**config.mk**
```make
export PLATFORM = sky130hd
export DESIGN_NAME = e1_wb_tx_bdctl
export DESIGN_NICKNAME = d
export VERILOG_FILES = /design/src/rtl/e1_wb_tx_bdctl_pkg.sv /design/src/rtl/e1_bd_fifo.sv /design/src/rtl/e1_wb_tx_bdctl.sv
export SDC_FILE = /design/constraint.sdc
export NUM_CORES = 1
export LEC_CHECK = 0
export CORE_ASPECT_RATIO = 0.7
export CORE_UTILIZATION = 43
export CTS_CLUSTER_SIZE = 14
export DETAILED_ROUTE_END_ITERATION = 8
export RECOVER_POWER = 100
export SYNTH_ARGS = -nofsm -noshare
export SYNTH_HDL_FRONTEND = slang
export SYNTH_SLANG_ARGS = --single-unit
```
**constraint.sdc**
```tcl
create_clock -name clk -period 23.7 [get_ports clk]
set_input_delay 2.37 -clock clk [delete_from_list [all_inputs] [get_ports clk]]
set_output_delay 2.37 -clock clk [all_outputs]
set_load 0.05 [all_outputs]
```
**src/rtl/e1_wb_tx_bdctl_pkg.sv**
```systemverilog
// Shared definitions for the E1 TX buffer-descriptor controller: address decode,
// CSR/status bit map, BD word layout and the channel mode encoding.
package e1_wb_tx_bdctl_pkg;

   localparam logic ADDR_CSR = 1'b0;
   localparam logic ADDR_BD  = 1'b1;

   localparam int CSR_ENABLE     = 0;
   localparam int CSR_MODE_LSB   = 1;
   localparam int CSR_TIME_SRC   = 3;
   localparam int CSR_ALARM      = 4;
   localparam int CSR_LOOP_LSB   = 5;
   localparam int CSR_IRQ_EN_BDO = 8;
   localparam int CSR_IRQ_EN_ERR = 9;
   localparam int CSR_CLR_UNDER  = 12;
   localparam int CSR_CLR_OVER   = 13;

   localparam int ST_ENABLED   = 0;
   localparam int ST_BTI_EMPTY = 1;
   localparam int ST_BTI_FULL  = 2;
   localparam int ST_BTO_EMPTY = 3;
   localparam int ST_BTO_FULL  = 4;
   localparam int ST_UNDER     = 5;
   localparam int ST_OVER      = 6;
   localparam int ST_LEVEL_LSB = 8;
   localparam int ST_UCNT_LSB  = 12;

   localparam int BD_CRC_LSB   = 13;
   localparam int BD_LEVEL_LSB = 8;
   localparam int BD_VALID_BIT = 15;

   typedef enum logic [1:0] {
      MODE_TRANSPARENT = 2'b00,
      MODE_FRAMED      = 2'b01,
      MODE_CRC4        = 2'b10,
      MODE_CRC4_AUTO   = 2'b11
   } e1_mode_e;

   // Underflow counter sticks at 15 rather than wrapping back to a small value.
   function automatic logic [3:0] satInc4(input logic [3:0] v);
      return (v == 4'hF) ? v : v + 4'd1;
   endfunction

endpackage

```
**src/rtl/e1_bd_fifo.sv**
```systemverilog
// Small synchronous FIFO holding buffer descriptors; reports level, empty and full.
// A push into a full FIFO only succeeds when a pop frees the slot in the same cycle.
module e1_bd_fifo #(
   parameter int WIDTH = 9,
   parameter int DEPTH = 4
) (
   input  logic                   clk,
   input  logic                   rst,
   input  logic                   push_i,
   input  logic [WIDTH-1:0]       wdata_i,
   input  logic                   pop_i,
   output logic [WIDTH-1:0]       rdata_o,
   output logic                   empty_o,
   output logic                   full_o,
   output logic [$clog2(DEPTH):0] level_o
);

   localparam int AW = $clog2(DEPTH);

   logic [WIDTH-1:0] mem_q [DEPTH];
   logic [AW-1:0]    wptr_q, rptr_q;
   logic [AW:0]      level_q, level_d;
   logic             doPush, doPop;

   assign empty_o = (level_q == '0);
   assign full_o  = (level_q == (AW+1)'(DEPTH));
   assign doPop   = pop_i & ~empty_o;
   assign doPush  = push_i & (~full_o | doPop);
   assign level_d = level_q + (AW+1)'(doPush) - (AW+1)'(doPop);
   assign rdata_o = mem_q[rptr_q];
   assign level_o = level_q;

   always_ff @(posedge clk or posedge rst) begin
      if (rst) begin
         wptr_q  <= '0;
         rptr_q  <= '0;
         level_q <= '0;
         for (int i = 0; i < DEPTH; i++) mem_q[i] <= '0;
      end else begin
         if (doPush) begin
            mem_q[wptr_q] <= wdata_i;
            wptr_q        <= wptr_q + 1'b1;
         end
         if (doPop) rptr_q <= rptr_q + 1'b1;
         level_q <= level_d;
      end
   end

endmodule

```
**src/rtl/e1_wb_tx_bdctl.sv**
```systemverilog
// Bus-side control for NCH E1 transmitters: per-channel CSR, BD-in queue feeding the
// TX core, BD-out queue of completed descriptors, underflow/overflow stickies and irqs.
module e1_wb_tx_bdctl #(
   parameter int NCH      = 4,
   parameter int MFW      = 7,
   parameter int BD_DEPTH = 4
) (
   input  logic               clk,
   input  logic               rst,
   input  logic               bus_addr_sel,
   input  logic [3:0]         bus_addr,
   input  logic [15:0]        bus_wdata,
   output logic [15:0]        bus_rdata,
   input  logic               bus_clr,
   input  logic               bus_we,
   output logic [NCH*MFW-1:0] bd_mf,
   output logic [2*NCH-1:0]   bd_crc_e,
   output logic [NCH-1:0]     bd_valid,
   input  logic [NCH-1:0]     bd_done,
   input  logic [NCH-1:0]     bd_miss,
   output logic [NCH-1:0]     ctrl_enabled,
   output logic [NCH-1:0]     ctrl_rst,
   output logic [2*NCH-1:0]   ctrl_mode,
   output logic [NCH-1:0]     ctrl_time_src,
   output logic [NCH-1:0]     ctrl_alarm,
   output logic [2*NCH-1:0]   ctrl_loopback,
   input  logic [2*NCH-1:0]   crc_e_auto,
   output logic [NCH-1:0]     crc_e_ack,
   output logic [NCH-1:0]     irq,
   output logic               irq_any
);
   import e1_wb_tx_bdctl_pkg::*;

   localparam int LW = $clog2(BD_DEPTH) + 1;
   localparam int BW = MFW + 2;

   logic [15:0]    csrRdArr [NCH];
   logic [15:0]    bdRdArr  [NCH];
   logic [NCH-1:0] btiFullV, btoEmptyV;
   logic [15:0]    selRdata;
   logic           selBtiFull, selBtoEmpty, chHit, busGo;
   logic           csrWr_d, bdPush_d, bdPop_d;
   logic           csrWr_q, bdPush_q, bdPop_q;
   logic [2:0]     ch_q;
   logic [15:0]    wdata_q;
   logic           unusedWdata;

   // Combinational decode of the live bus address; also samples full/empty at strobe time.
   always_comb begin
      selRdata    = '0;
      selBtiFull  = 1'b0;
      selBtoEmpty = 1'b1;
      chHit       = 1'b0;
      for (int i = 0; i < NCH; i++) begin
         if (bus_addr[3:1] == 3'(i)) begin
            chHit       = 1'b1;
            selRdata    = (bus_addr[0] == ADDR_BD) ? bdRdArr[i] : csrRdArr[i];
            selBtiFull  = btiFullV[i];
            selBtoEmpty = btoEmptyV[i];
         end
      end
   end

   assign bus_rdata = bus_addr_sel ? selRdata : 16'h0000;

   assign busGo    = bus_addr_sel & ~bus_clr & chHit;
   assign csrWr_d  = busGo & bus_we & (bus_addr[0] == ADDR_CSR);
   assign bdPush_d = busGo & bus_we & (bus_addr[0] == ADDR_BD) & ~selBtiFull;
   assign bdPop_d  = busGo & ~bus_we & (bus_addr[0] == ADDR_BD) & ~selBtoEmpty;

   always_ff @(posedge clk or posedge rst) begin
      if (rst) begin
         csrWr_q  <= 1'b0;
         bdPush_q <= 1'b0;
         bdPop_q  <= 1'b0;
         ch_q     <= '0;
         wdata_q  <= '0;
      end else begin
         csrWr_q  <= csrWr_d;
         bdPush_q <= bdPush_d;
         bdPop_q  <= bdPop_d;
         ch_q     <= bus_addr[3:1];
         wdata_q  <= bus_wdata;
      end
   end

   assign unusedWdata = ^wdata_q;
   assign crc_e_ack   = bd_done;
   assign irq_any     = |irq;

   for (genvar c = 0; c < NCH; c++) begin : g_ch
      logic           hit, csrWr, btiPush, btoPop, btiPop, btoPush, ovfSet;
      logic           en_q, tsrc_q, alarm_q, irqBdo_q, irqErr_q, crst_q;
      logic           und_q, und_d, ovf_q, ovf_d;
      logic [3:0]     ucnt_q, ucnt_d;
      logic [1:0]     lb_q;
      e1_mode_e       mode_q;
      logic [BW-1:0]  btiHead;
      logic [MFW-1:0] btoHead;
      logic           btiEmpty, btiFull, btoEmpty, btoFull;
      logic [LW-1:0]  btiLvl, btoLvl;
      logic [15:0]    csrRd, bdRd;

      assign hit     = (ch_q == 3'(c));
      assign csrWr   = csrWr_q & hit;
      assign btiPush = bdPush_q & hit;
      assign btoPop  = bdPop_q & hit;
      // A completed BD moves to BD-out unless that queue is full with no bus pop freeing a slot.
      assign btiPop  = bd_done[c] & ~btiEmpty;
      assign btoPush = btiPop & (~btoFull | btoPop);
      assign ovfSet  = btiPop & btoFull & ~btoPop;

      e1_bd_fifo #(.WIDTH(BW), .DEPTH(BD_DEPTH)) u_bti (
         .clk     (clk),
         .rst     (rst),
         .push_i  (btiPush),
         .wdata_i ({wdata_q[BD_CRC_LSB +: 2], wdata_q[MFW-1:0]}),
         .pop_i   (btiPop),
         .rdata_o (btiHead),
         .empty_o (btiEmpty),
         .full_o  (btiFull),
         .level_o (btiLvl)
      );

      e1_bd_fifo #(.WIDTH(MFW), .DEPTH(BD_DEPTH)) u_bto (
         .clk     (clk),
         .rst     (rst),
         .push_i  (btoPush),
         .wdata_i (btiHead[MFW-1:0]),
         .pop_i   (btoPop),
         .rdata_o (btoHead),
         .empty_o (btoEmpty),
         .full_o  (btoFull),
         .level_o (btoLvl)
      );

      // A miss in the same cycle as a software clear wins, so the event is never lost.
      always_comb begin
         und_d  = und_q;
         ucnt_d = ucnt_q;
         ovf_d  = ovf_q;
         if (csrWr && wdata_q[CSR_CLR_UNDER]) begin
            und_d  = 1'b0;
            ucnt_d = 4'd0;
         end
         if (bd_miss[c]) begin
            und_d  = 1'b1;
            ucnt_d = satInc4(ucnt_d);
         end
         if (csrWr && wdata_q[CSR_CLR_OVER]) ovf_d = 1'b0;
         if (ovfSet) ovf_d = 1'b1;
      end

      always_ff @(posedge clk or posedge rst) begin
         if (rst) begin
            en_q     <= 1'b0;
            mode_q   <= MODE_TRANSPARENT;
            tsrc_q   <= 1'b0;
            alarm_q  <= 1'b0;
            lb_q     <= 2'b00;
            irqBdo_q <= 1'b0;
            irqErr_q <= 1'b0;
            und_q    <= 1'b0;
            ucnt_q   <= 4'd0;
            ovf_q    <= 1'b0;
            crst_q   <= 1'b1;
         end else begin
            if (csrWr) begin
               en_q     <= wdata_q[CSR_ENABLE];
               mode_q   <= e1_mode_e'(wdata_q[CSR_MODE_LSB +: 2]);
               tsrc_q   <= wdata_q[CSR_TIME_SRC];
               alarm_q  <= wdata_q[CSR_ALARM];
               lb_q     <= wdata_q[CSR_LOOP_LSB +: 2];
               irqBdo_q <= wdata_q[CSR_IRQ_EN_BDO];
               irqErr_q <= wdata_q[CSR_IRQ_EN_ERR];
            end
            und_q  <= und_d;
            ucnt_q <= ucnt_d;
            ovf_q  <= ovf_d;
            crst_q <= ~en_q;
         end
      end

      always_comb begin
         csrRd                     = '0;
         csrRd[ST_ENABLED]         = en_q;
         csrRd[ST_BTI_EMPTY]       = btiEmpty;
         csrRd[ST_BTI_FULL]        = btiFull;
         csrRd[ST_BTO_EMPTY]       = btoEmpty;
         csrRd[ST_BTO_FULL]        = btoFull;
         csrRd[ST_UNDER]           = und_q;
         csrRd[ST_OVER]            = ovf_q;
         csrRd[ST_LEVEL_LSB +: 4]  = 4'(btiLvl);
         csrRd[ST_UCNT_LSB +: 4]   = ucnt_q;
         bdRd                      = '0;
         bdRd[BD_VALID_BIT]        = ~btoEmpty;
         bdRd[BD_LEVEL_LSB +: 4]   = 4'(btoLvl);
         bdRd[MFW-1:0]             = btoHead;
      end

      assign csrRdArr[c]           = csrRd;
      assign bdRdArr[c]            = bdRd;
      assign btiFullV[c]           = btiFull;
      assign btoEmptyV[c]          = btoEmpty;
      assign bd_mf[c*MFW +: MFW]   = btiHead[MFW-1:0];
      assign bd_crc_e[2*c +: 2]    = (mode_q == MODE_CRC4_AUTO) ? crc_e_auto[2*c +: 2]
                                                               : btiHead[MFW +: 2];
      assign bd_valid[c]           = ~btiEmpty;
      assign ctrl_enabled[c]       = en_q;
      assign ctrl_rst[c]           = crst_q;
      assign ctrl_mode[2*c +: 2]   = mode_q;
      assign ctrl_time_src[c]      = tsrc_q;
      assign ctrl_alarm[c]         = alarm_q;
      assign ctrl_loopback[2*c +: 2] = lb_q;
      assign irq[c] = (irqBdo_q & ~btoEmpty) | (irqErr_q & (und_q | ovf_q));
   end

endmodule

```
==> impl_results.md <==
* Outcome: finished with violations
* Failing checks: max-capacitance violations, max-slew violations
* Max Slew Vio Count at 436
* Final wirelength at 44.01 mm
* CTS Root Cell: clkbuf_16
* Non-Filler Instances at 2016
* CTS tree: done
* M3 GR Usage at 0.03612
* Die Height at 176.0 um
* DRC at 0
* Num CTS Buffers at 40
* Most used cell, CP: clkbuf_1
* Die footprint at 0.04410 mm2
* Worst EP required at 23410 ps
* Placer congestion estimate at 0.8550
* Hold Buf Count CTS at 0
* Largest family of logic cells by synthesized area: multiplexers
* Tot GR Track Use at 0.2079
* Pre-Repair DR Iteration Count at 7
* Worst ir drop on vdd at 0.00005182 V
* Post_cts resized at 0
* DP HPWL at 30.55 mm
* FF/Latch Area at 0.009864 mm2
* Setup crit end kind: async pin
* Max transition margin at -1.986
* Worst slew pin tran at 4455 ps
* Effective utilization at floorplan at 0.4377
* Layout Utilization at 0.5012
* Max-cap violations at 7
* Post-synth EDFFs at 0
* Sw frac at 0.3180
* RSZ-0062 raised after global routing: false
* Antenna violations before repair at 1
* Global route hottest layer: met1
* Worst setup SP type: input pin
* CTS clk-pin slew, worst paths at 60 ps
* Post-CTS Setup Repair Bufs at 0
* Worst R2R Start: ch_q[2]
* Core ar. at 0.04249 mm2
* Final setup vio count at 0
* Maximum clock frequency at 85.14 MHz
* Crit Path Class: in -> async
* Drt via density at 5.526
* Die Wd at 250.6 um
* Final Hold Vio Count at 0
* Fin Clk Skew at 17.66 ps
* Netlist cell types at 68
* Initial drt markers at 739
* Number of port buffers at 131
* Post-Syn Area per Cell at 13.90 um2
* Sw power at 0.0006055 W
* R2R setup slack at 20430 ps
* Crit-path max FO at 101
* Slowest CP cell: clkbuf_1
* Drt wl/cell at 21.83 um
* Hold depth at 1
* Critical R2R Capture: g_ch[0].u_bti.mem_q[9]
* Hold crit path type: reg -> reg
* CP startpoint: rst
* Pint at 0.001299 W
* PwrDens at 89.43 mW/mm2
* Max incr delay on CP at 2960 ps
* Pleak at 10.18 nW
* Post-DP Area at 0.02022 mm2
* Worst Hold End: g_ch[0].crst_q
* Ports at 138
* Final Cell Area at 0.02129 mm2
* Layout net count at 1528
* Vias in the first global route at 11370
* Post-Synth Simple-Gate Area at 0.05779
* Clock Sinks at 394
* Synth Instances at 1338
* Combinational share of power at 0.219
* Hold_sp: g_ch[0].en_q
* Seq pwr share at 0.458
* Xor/xnor share of the synthesized area at 0.01884
* Compound-cell area share of the yosys netlist at 0.04595
* Crit share post-route at 0.4956
* Via count at 11140
* CTS max path bufs at 3
* Clk_lat worst skew at 550 ps
* Global-route wire length before repair at 69.58 mm
* Syn-to-layout area delta at 14.50%
* Mux cell area share after synthesis at 0.2693
* Total global routing overflow at 0
* FP Rows at 63
* Clock power frac at 0.323
* Largest net degree at the start of global routing at 102
* Global Route met1 Usage at 0.3188
* DP Cell Count at 1943
* ANT nets after route at 0
* Seq/Total Area, Yosys at 0.5304
* Fraction of layout cells with a size suffix above 1 at 0.2919
* Final setup TNS at 0 ps
* FF+latch count, synth at 394
* Filler cells at 3633
* H-Tree Depth at 2
* Cell Area, Synth at 0.01860 mm2
* Adder-cell area share of the yosys netlist at 0.03956
* Total Power at 0.001904 W
* Worst Reg-to-Reg Cells at 4
* Multi-input logic area at 0.007898 mm2
* Synth warnings at 0
* Period minus WS final at 11750 ps
* Worst-path cell chain: dlygate4sd3_1, clkinvlp_2, clkbuf_1, clkbuf_1
* Met2 usage at 0.3029
* Async S/R FF share, synth at 1.000
* WP data arrival at 11460 ps
* Primary flip-flop cell chosen by synthesis mapping: dfrtp_1
==> worst max path at each step <==
stage	to	slack, ps	cells past startpoint
finish	g_ch[0].u_bti.level_o[1]	11950	4
CTS	bus_rdata[1]	15830	5
floorplan	bdPop_q	10380	1
global placement	bus_rdata[1]	15870	5
detailed placement	bus_rdata[1]	15850	5
global route	g_ch[2].en_q	9880	4
==> worst max-delay path, delay by kind of cell <==
kind	cells	cell delay [ps]
buf+inv	4	8930
==> power groups by stage <==
stage / combinational, W / sequential [W] / clock, W
floorplan: 0.000381 / 0.000817 / 0
global placement: 0.000430 / 0.000883 / 0
detailed placement: 0.000441 / 0.000886 / 0
CTS: 0.000444 / 0.000875 / 0.000632
global route: 0.000460 / 0.000890 / 0.000661
finish: 0.000417 / 0.000872 / 0.000615
==> final cells by class <==
| class | instances | area share |
|---|---|---|
| clock inverter | 7 | 0.003291 |
| inverter | 61 | 0.01081 |
| timing repair buffer | 142 | 0.06346 |
| antenna | 1 | 0.0001175 |
| clock buffer | 65 | 0.05571 |
| sequential | 394 | 0.4633 |
| tap | 552 | 0.03244 |
| multi-input combinational | 794 | 0.3709 |
==> placed cells by master (no fill, tap or decap), types with 16 or more instances in the layout <==
| cell type | Yosys | layout |
|---|---|---|
| xnor2_1 | 30 | 30 |
| mux4_2 | 61 | 61 |
| o21ai_0 | 36 | 36 |
| clkbuf_1 | 43 | 27 |
| dlygate4sd3_1 | 0 | 119 |
| ha_1 | 46 | 46 |
| nand2_1 | 60 | 80 |
| a211oi_1 | 16 | 16 |
| a21oi_1 | 31 | 33 |
| clkbuf_16 | 0 | 41 |
| nor2_1 | 37 | 37 |
| mux2_2 | 296 | 296 |
| dfrtp_1 | 390 | 390 |
| inv_1 | 61 | 60 |
==> registers in the layout, indices dropped and copies added, names as in the netlist, 8 cells and up <==
| register | flops |
|---|---|
| g_ch.lb_q | 8 |
| g_ch.mode_q | 8 |
| g_ch.u_bti.level_o | 12 |
| g_ch.u_bti.mem_q | 144 |
| g_ch.u_bti.rptr_q | 8 |
| g_ch.u_bti.wptr_q | 8 |
| g_ch.u_bto.level_o | 12 |
| g_ch.u_bto.mem_q | 112 |
| g_ch.u_bto.rptr_q | 8 |
| g_ch.u_bto.wptr_q | 8 |
| g_ch.ucnt_q | 16 |
| wdata_q | 12 |
==> layer usage <==
metal	share of wire	vias to the layer above
met3	0.048	62
met4	0.023	0
li1	-	4995
met5	0	-
met1	0.49	5819
met2	0.44	264
==> synth_stat cells (all sizes together) (6+ instances only) <==
cell    count  area share
dfrtp     390        0.52
mux2      298        0.18
nand2      80       0.020
mux4       67       0.082
inv        61       0.012
buf        46       0.016
ha         46       0.031
clkbuf     44      0.0094
nor2       37      0.0075
o21ai      36      0.0097
a21oi      33      0.0093
xnor2      30       0.014
a211oi     16      0.0065
mux2i      12      0.0065
nor3       12      0.0032
nor4b      10      0.0059
xor2       10      0.0047
fa          8      0.0086
and3        7      0.0024
a31oi       6      0.0036
nor2b       6      0.0020
==> cell families after synthesis <==
logic type | count (synthesis)
AO/OA/AOI/OAI | 127
XOR/XNOR | 40
adder cells (fa/ha/maj) | 54
buffers and inverters | 151
flip-flops | 394
multiplexers | 377
other | 1
AND/OR/NAND/NOR | 194
==> metrics by stage <==
stage / setup slack, ps / hold WS, ps
3_5_place_dp: 15850 / 450.4
5_1_grt: 9880 / 474.5
6_report: 11950 / 448.9
2_1_floorplan: 10380 / 385.8
3_3_place_gp: 15870 / 438.1
4_1_cts: 15830 / 462.7
Power figures use the tool's default switching activity.
